===== src/rtl/tx_serial.sv =====
// tx_serial: UART transmitter.
// Sends one N_BITS word per accepted request as a frame on txd:
// start bit (0), data LSB-first, parity bit, one stop bit (1).
// Every line bit is held for TICKS = CLOCK_HZ / BAUD_RATE clock cycles.
//
// Ports:
//   clock      system clock, all logic on the rising edge
//   reset      synchronous active-high reset; aborts any frame in flight
//   partida    start request, only looked at while idle
//   data       word to send, latched on the cycle partida is accepted
//   txd        serial line, driven straight from a flop, idles high
//   busy       high from the cycle after acceptance through the DONE cycle
//   fim        one-cycle end-of-frame pulse
//   db_estado  current FSM state code (debug)
module tx_serial #(
    parameter int unsigned BAUD_RATE = 9600,
    parameter int unsigned CLOCK_HZ  = 50_000_000,
    parameter int unsigned N_BITS    = 8,
    parameter bit          PARITY    = 1'b1
) (
    input  logic              clock,
    input  logic              reset,
    input  logic              partida,
    input  logic [N_BITS-1:0] data,
    output logic              txd,
    output logic              busy,
    output logic              fim,
    output logic [2:0]        db_estado
);

    // Clamp to one cycle per bit if the clock is slower than the baud rate.
    localparam int unsigned TICKS  = (CLOCK_HZ / BAUD_RATE > 0) ? (CLOCK_HZ / BAUD_RATE) : 1;
    localparam int unsigned TICK_W = (TICKS > 1) ? $clog2(TICKS) : 1;
    localparam int unsigned BIT_W  = (N_BITS > 1) ? $clog2(N_BITS) : 1;

    localparam logic [TICK_W-1:0] TICK_LAST = TICK_W'(TICKS - 1);
    localparam logic [BIT_W-1:0]  BIT_LAST  = BIT_W'(N_BITS - 1);

    localparam logic [2:0] S_IDLE   = 3'd0;
    localparam logic [2:0] S_START  = 3'd1;
    localparam logic [2:0] S_DATA   = 3'd2;
    localparam logic [2:0] S_PARITY = 3'd3;
    localparam logic [2:0] S_STOP   = 3'd4;
    localparam logic [2:0] S_DONE   = 3'd5;

    logic [2:0]        state;
    logic [2:0]        next_state;
    logic [TICK_W-1:0] tick_cnt;
    logic [BIT_W-1:0]  bit_cnt;
    logic [N_BITS-1:0] shift;
    logic              par_bit;

    logic              tick_done_c;
    logic              accept_c;
    logic              timed_c;
    logic              txd_c;

    // Last cycle of the current line bit.
    assign tick_done_c = (tick_cnt == TICK_LAST);

    // A request is only honoured while idle; anything else is dropped.
    assign accept_c = (state == S_IDLE) && partida;

    // States that hold a line bit for TICKS cycles.
    assign timed_c = (state == S_START) || (state == S_DATA) ||
                     (state == S_PARITY) || (state == S_STOP);

    // State register.
    always_ff @(posedge clock) begin
        if (reset) begin
            state <= S_IDLE;
        end else begin
            state <= next_state;
        end
    end

    // Next-state logic; codes 6 and 7 fall back to IDLE.
    always_comb begin
        next_state = state;
        case (state)
            S_IDLE: begin
                if (partida) begin
                    next_state = S_START;
                end
            end
            S_START: begin
                if (tick_done_c) begin
                    next_state = S_DATA;
                end
            end
            S_DATA: begin
                if (tick_done_c && (bit_cnt == BIT_LAST)) begin
                    next_state = S_PARITY;
                end
            end
            S_PARITY: begin
                if (tick_done_c) begin
                    next_state = S_STOP;
                end
            end
            S_STOP: begin
                if (tick_done_c) begin
                    next_state = S_DONE;
                end
            end
            S_DONE: begin
                next_state = S_IDLE;
            end
            default: begin
                next_state = S_IDLE;
            end
        endcase
    end

    // Baud tick counter: runs only while a line bit is being held.
    always_ff @(posedge clock) begin
        if (reset) begin
            tick_cnt <= '0;
        end else if (timed_c) begin
            tick_cnt <= tick_done_c ? '0 : (tick_cnt + TICK_W'(1));
        end else begin
            tick_cnt <= '0;
        end
    end

    // Word latch, parity and bit-serial shift.
    // Odd parity uses XNOR-reduction so data plus parity carries an odd count of ones.
    always_ff @(posedge clock) begin
        if (reset) begin
            shift   <= '0;
            bit_cnt <= '0;
            par_bit <= 1'b0;
        end else if (accept_c) begin
            shift   <= data;
            bit_cnt <= '0;
            par_bit <= PARITY ? ~^data : ^data;
        end else if ((state == S_DATA) && tick_done_c) begin
            shift   <= shift >> 1;
            bit_cnt <= bit_cnt + BIT_W'(1);
        end
    end

    // Line level selected by the current state.
    always_comb begin
        txd_c = 1'b1;
        case (state)
            S_START:  txd_c = 1'b0;
            S_DATA:   txd_c = shift[0];
            S_PARITY: txd_c = par_bit;
            default:  txd_c = 1'b1;
        endcase
    end

    // Output flops: txd lags the state by one cycle, so txd falls the edge after acceptance.
    always_ff @(posedge clock) begin
        if (reset) begin
            txd  <= 1'b1;
            busy <= 1'b0;
            fim  <= 1'b0;
        end else begin
            txd  <= txd_c;
            busy <= timed_c || (state == S_DONE);
            fim  <= (state == S_DONE);
        end
    end

    assign db_estado = state;

endmodule


===== config.mk =====
export PLATFORM = sky130hd
export DESIGN_NAME = tx_serial
export DESIGN_NICKNAME = d
export VERILOG_FILES = /design/src/rtl/tx_serial.sv
export SDC_FILE = /design/constraint.sdc
export NUM_CORES = 1
export LEC_CHECK = 0
export CORE_MARGIN = 1
export CORE_UTILIZATION = 50
export DETAILED_ROUTE_END_ITERATION = 7
export PLACE_DENSITY = 0.69
export SETUP_SLACK_MARGIN = 0.15
export SYNTH_ARGS = -nofsm -noshare
export SYNTH_HDL_FRONTEND = slang
export SYNTH_SLANG_ARGS = --single-unit

===== constraint.sdc =====
create_clock -name clock -period 2.7 [get_ports clock]
set_input_delay 0.54 -clock clock [delete_from_list [all_inputs] [get_ports clock]]
set_output_delay 0.54 -clock clock [all_outputs]
set_load 0.1 [all_outputs]

=== Yosys cells after proc, flatten, opt, wreduce, memory -nomap -nowiden ===
Cells that the tools add are included.

* Register bits after elaboration: 31
* Input port bits: 11
* Output and inout port bits: 6
* Logic and storage cells: 45

* $add $sub $neg: 2
* Equal/unequal tests: 12
* Multiplexer cells: 9
* Bitwise logic cells: 1
* Reductions and logical operators: 13

{| class="wikitable"
|+ Operators by type and width
! cell !! count
|-
| $mux 8 || 2
|-
| $mux 3 || 5
|-
| $pmux 3 s5 || 1
|-
| $add 13x1->13 const B || 1
|-
| $eq 13x13->1 const B || 1
|-
| $ne 2x2->1 const B || 5
|-
| $eq 3x3->1 const B || 3
|-
| $reduce_xnor 8->1 || 1
|-
| $eq 3x2->1 const B || 2
|-
| $reduce_and 5->1 || 1
|-
| $logic_or 1x1->1 || 4
|-
| $add 3x1->3 const B || 1
|-
| $eq 3x1->1 const B || 1
|-
| $logic_and 1x1->1 || 3
|-
| $logic_not 3->1 || 1
|-
| $pmux 1 s3 || 1
|-
| $reduce_or 3->1 || 1
|-
| $reduce_bool 2->1 || 1
|-
| $reduce_or 2->1 || 1
|-
| $not 1->1 || 1
|}

=== Logic depth before layout (Yosys ltp) ===
* Word-level depth: 6
* Depth in mapped cells: 6

=== Least setup slack after synthesis ===
Ideal clock, no wire load.

* Kind: reg-to-reg
* From: register state[1], in the netlist db_estado[1]
* To: register shift[0]
* Setup time: 0.086 ns
* Arrival time: 2.125 ns
* Data required time: 2.614 ns
* Path slack: 0.489 ns
* Cell stages (with the launch flop): 7
* Cell sequence: dfxtp_1 -> buf_2 -> nor3b_1 -> nand4_2 -> buf_6 -> mux2i_1 -> a211oi_1

* Word-level cells in the longest chain between the ends: 3
* Elaborated cells between the ends (all ways): 6
* Classes of those cells: 1 x eq/ne; 1 x mux; 4 x reduce/logical

{| class="wikitable"
|+ Ends and longest elaborated chain
! item !! line !! source
|-
| start: declaration || 46 || <nowiki>logic [2:0] state;</nowiki>
|-
| start signal: assignment || 73 || <nowiki>state <= next_state;</nowiki>
|-
| $eq 3x2->1 / $logic_not 3->1 (equally long branches) || 137, 62 ||
|-
| $logic_and 1x1->1 (on tied branches) || 137, 62 ||
|-
| $reduce_bool 2->1 (no line) / $mux 8 (equally long branches) || - ||
|-
| end signal: assignment || 134 || <nowiki>shift <= data;</nowiki>
|-
| end signal: assignment || 138 || <nowiki>shift <= shift >> 1;</nowiki>
|-
| end: declaration || 50 || <nowiki>logic [N_BITS-1:0] shift;</nowiki>
|}

Parallel ways exist; a longest one is shown, timed or not.
A chain may end at the register's enable or synchronous reset.

=== Final worst setup path ===
* From: register tick_cnt[0]
* To: register shift[5]

* Word-level cells in the longest chain between the ends: 3

{| class="wikitable"
|+ Ends and longest elaborated chain
! item !! line !! source
|-
| start: declaration || 48 || <nowiki>logic [TICK_W-1:0] tick_cnt;</nowiki>
|-
| start signal: assignment || 120 || <nowiki>tick_cnt <= tick_done_c ? '0 : (tick_cnt + TICK_W'(1));</nowiki>
|-
| $eq 13x13->1 || 59 || <nowiki>assign tick_done_c = (tick_cnt == TICK_LAST);</nowiki>
|-
| $logic_and 1x1->1 || 137 || <nowiki>end else if ((state == S_DATA) && tick_done_c) begin</nowiki>
|-
| $reduce_bool 2->1 (no line) || - ||
|}

Every way passes these cells.

==> results.sh <==
export IMPL_cts_tree="yes"
export IMPL_area_growth_pct=14.5
export IMPL_core_sq_mm=0.00278
export IMPL_worstMarginPinSlew_ns=0.529
export IMPL_critPathCaptureType="flop"
export IMPL_vias_per_cell=5.58
export IMPL_antenna_found_initial=0
export IMPL_fmax_ghz=0.514
export IMPL_fillers=257
export IMPL_synthCells=156
export IMPL_synth_async_reset_ratio=0
export IMPL_crit_fanout=11
export IMPL_routedWlPerCell_um=13.2
export IMPL_yosys_top_cells_area="dfxtp_1 42%, xnor2_1 7.0%, mux2i_1 6.0%"
export IMPL_synth_warnings=0
export IMPL_worst_clock_skew_ns=0.00362
export IMPL_hold_buffers=0
export IMPL_io_pins=17
export IMPL_die_area_sq_mm=0.00321
export IMPL_final_setup_tns_ns=0
export IMPL_grt_pass1_wl_um=4750
export IMPL_path_clk_slew_ns=0.09
export IMPL_drive_gt1_frac=0.133
export IMPL_grtUsageTotal=0.194
export IMPL_outcome="complete, no violations"
export IMPL_whs_ns=0.464
export IMPL_worstPathArrival_ns=2.17
export IMPL_crit_slowest_cell="nand4_2"
export IMPL_cp_cell_sequence="ha_1 > and4b_1 > nand4_2 > mux2i_1 > a211oi_1"
export IMPL_htreeDepth=2
export IMPL_final_area_sq_mm=0.00171
export IMPL_numCtsBuffers=5
export IMPL_numClockSinks=31
export IMPL_hold_class="reg -> reg"
export IMPL_placementRows=19
export IMPL_synth_seq_cells=31
export IMPL_clk_path_buf_depth=2
export IMPL_maxSlewViolCount=0
export IMPL_syn_nets=170
export IMPL_switchingPower_mw=0.256
export IMPL_fin_crit_ns=1.95
export IMPL_slew_headroom=0.646
export IMPL_p_comb_frac=0.153
export IMPL_power_leakage_nw=0.669
export IMPL_seq_area_frac_synth=0.416
export IMPL_dieHeight_um=56.6
export IMPL_postRouteWirelength_um=2690
export IMPL_gp_congestion=0.755
export IMPL_maxCapViolCount=0
export IMPL_synth_edf_count=0
export IMPL_synth_top_area_frac=0.416
export IMPL_syn_area_sq_mm=0.00149
export IMPL_grt_max_degree=18
export IMPL_p_seq_frac=0.526
export IMPL_place_area_sq_mm=0.00164
export IMPL_die_w_um=56.6
export IMPL_ant_nets=0
export IMPL_finalSetupViolCount=0
export IMPL_cts_setup_buffers=0
export IMPL_first_iter_violations=33
export IMPL_start_util=0.537
export IMPL_min_period_over_period=0.720
export IMPL_p_int_mw=0.687
export IMPL_grt_overflow=0
export IMPL_final_hold_viol_count=0
export IMPL_synthDistinctLibCells=38
export IMPL_root_buffer="clkbuf_4"
export IMPL_first_pass_iters=4
export IMPL_ir_worst_vdd_mv=0.379
export IMPL_cellPowerDensity_mw_per_mm2=551
export IMPL_clk_latency_ns=0.32
export IMPL_clkPwrFrac=0.321
export IMPL_rsz0062_at_grt="no"
export IMPL_cts_resized=0
export IMPL_r2r_setup_slack_ns=0.75
export IMPL_drc=0
export IMPL_synth_top_cell_by_area="dfxtp_1"
export IMPL_required_ns=2.92
export IMPL_antenna_cells=0
export IMPL_max_stage_delay_ns=0.40
export IMPL_grt_pass1_vias=1142
export IMPL_criticalPathCategory="reg -> reg"
export IMPL_worst_setup_path_start_kind="flop"
export IMPL_nNetsFinal=186
export IMPL_dp_hpwl_um=1900
export IMPL_syn_area_per_cell_sq_um=9.57
export IMPL_port_buffers=16
export IMPL_vias=1139
export IMPL_switching_share=0.271
export IMPL_synthFlopType="dfxtp_1"
==> through the flow <==
stage | std cells | util | total power, mW | setup WS, ns
2_1_floorplan | 156 | - | 0.612 | 0.489
3_3_place_gp | 196 | 0.590 | 0.647 | 0.777
3_5_place_dp | 196 | 0.590 | 0.650 | 0.747
4_1_cts | 204 | 0.614 | 0.956 | 0.779
5_1_grt | 204 | 0.614 | 0.988 | 0.632
6_report | 204 | 0.614 | 0.942 | 0.755
==> per-layer routing <==
layer	part of all wire	GRT usage	vias to the layer above	wire length, um
met2	0.51	0.336	13	1370
met1	0.44	0.209	528	1180
met4	0.023	0.118	0	63
met5	0	0	-	0
li1	-	-	588	-
met3	0.027	0.0530	10	73
==> registers in the layout, indices dropped and copies added, names as in the netlist <==
signal / cells
fim: 1
txd: 1
tick_cnt: 13
busy: 1
bit_cnt: 3
shift: 8
par_bit: 1
db_estado: 3
==> cell usage after synthesis (all sizes together), types with 2 or more instances <==
master   n
a211oi   8
a21oi    2
and2     2
and4     2
buf      7
dfxtp   31
ha       3
inv      3
mux2i    9
nand2    9
nand3    6
nand4    5
nor2    23
nor3     8
nor4     2
o31a     2
xnor2   12
xor2     8
==> kinds of logic (layout without fill, tap and decap cells) <==
kind of cell             Yosys count  after routing  share of synthesized area
buffers and inverters             11             28                     0.0369
AO/OA/AOI/OAI                     18             18                     0.0981
AND/OR/NAND/NOR                   64             64                      0.246
multiplexers                       9              9                     0.0604
flip-flops                        31             31                      0.416
adder cells (fa/ha/maj)            3              3                     0.0251
XOR/XNOR                          20             20                      0.117
==> cell usage in the layout (no fill, tap or decap), types with 2 or more instances in the layout <==
| cell type | instances |
|---|---|
| nand2_1 | 9 |
| nor4_1 | 2 |
| inv_1 | 3 |
| a211oi_1 | 8 |
| clkbuf_8 | 2 |
| and2_1 | 2 |
| clkdlybuf4s50_1 | 10 |
| xnor2_1 | 12 |
| buf_4 | 7 |
| xor2_1 | 8 |
| dfxtp_1 | 31 |
| nand3_1 | 5 |
| nand4_1 | 4 |
| and4_1 | 2 |
| nor3_2 | 2 |
| mux2i_1 | 9 |
| nor3_1 | 6 |
| ha_1 | 3 |
| o31a_1 | 2 |
| clkbuf_4 | 5 |
| nor2_1 | 23 |
==> critical path: cells and delay by family (launching register included) <==
kind                       cells  cell delay, ns
muxes                          1            0.24
adders and majority gates      1            0.23
and+or+nand+nor                2            0.69
AOI/OAI and AO/OA              1            0.30
DFF                            1            0.38
==> path summary, 6_finish.rpt <==
path,start,endpoint,cells after the start
worst min-delay path,tick_cnt[0],tick_cnt[0],1
worst max-delay path,tick_cnt[0],shift[5],5
worst min register to register,tick_cnt[0],tick_cnt[0],1
worst max register to register,tick_cnt[0],shift[5],5
==> cell type report <==
cell class                      count  area (sq um)  share of cell area
Timing Repair Buffer               17           153              0.0893
Sequential cell                    31           621               0.363
Inverter                            3          11.3             0.00659
Multi-Input combinational cell    114           817               0.478
Tap cell                           31          38.8              0.0227
Clock buffer                        8          68.8              0.0403
==> power by group through the flow <==
stage	clock network, mW	logic [mW]	registers [mW]
detailed placement	0	0.143	0.507
CTS	0.315	0.145	0.496
finish	0.303	0.144	0.496
global route	0.333	0.156	0.499
floorplan	0	0.0778	0.535
global placement	0	0.141	0.506
No activity file was read; power rests on OpenSTA's default activity.
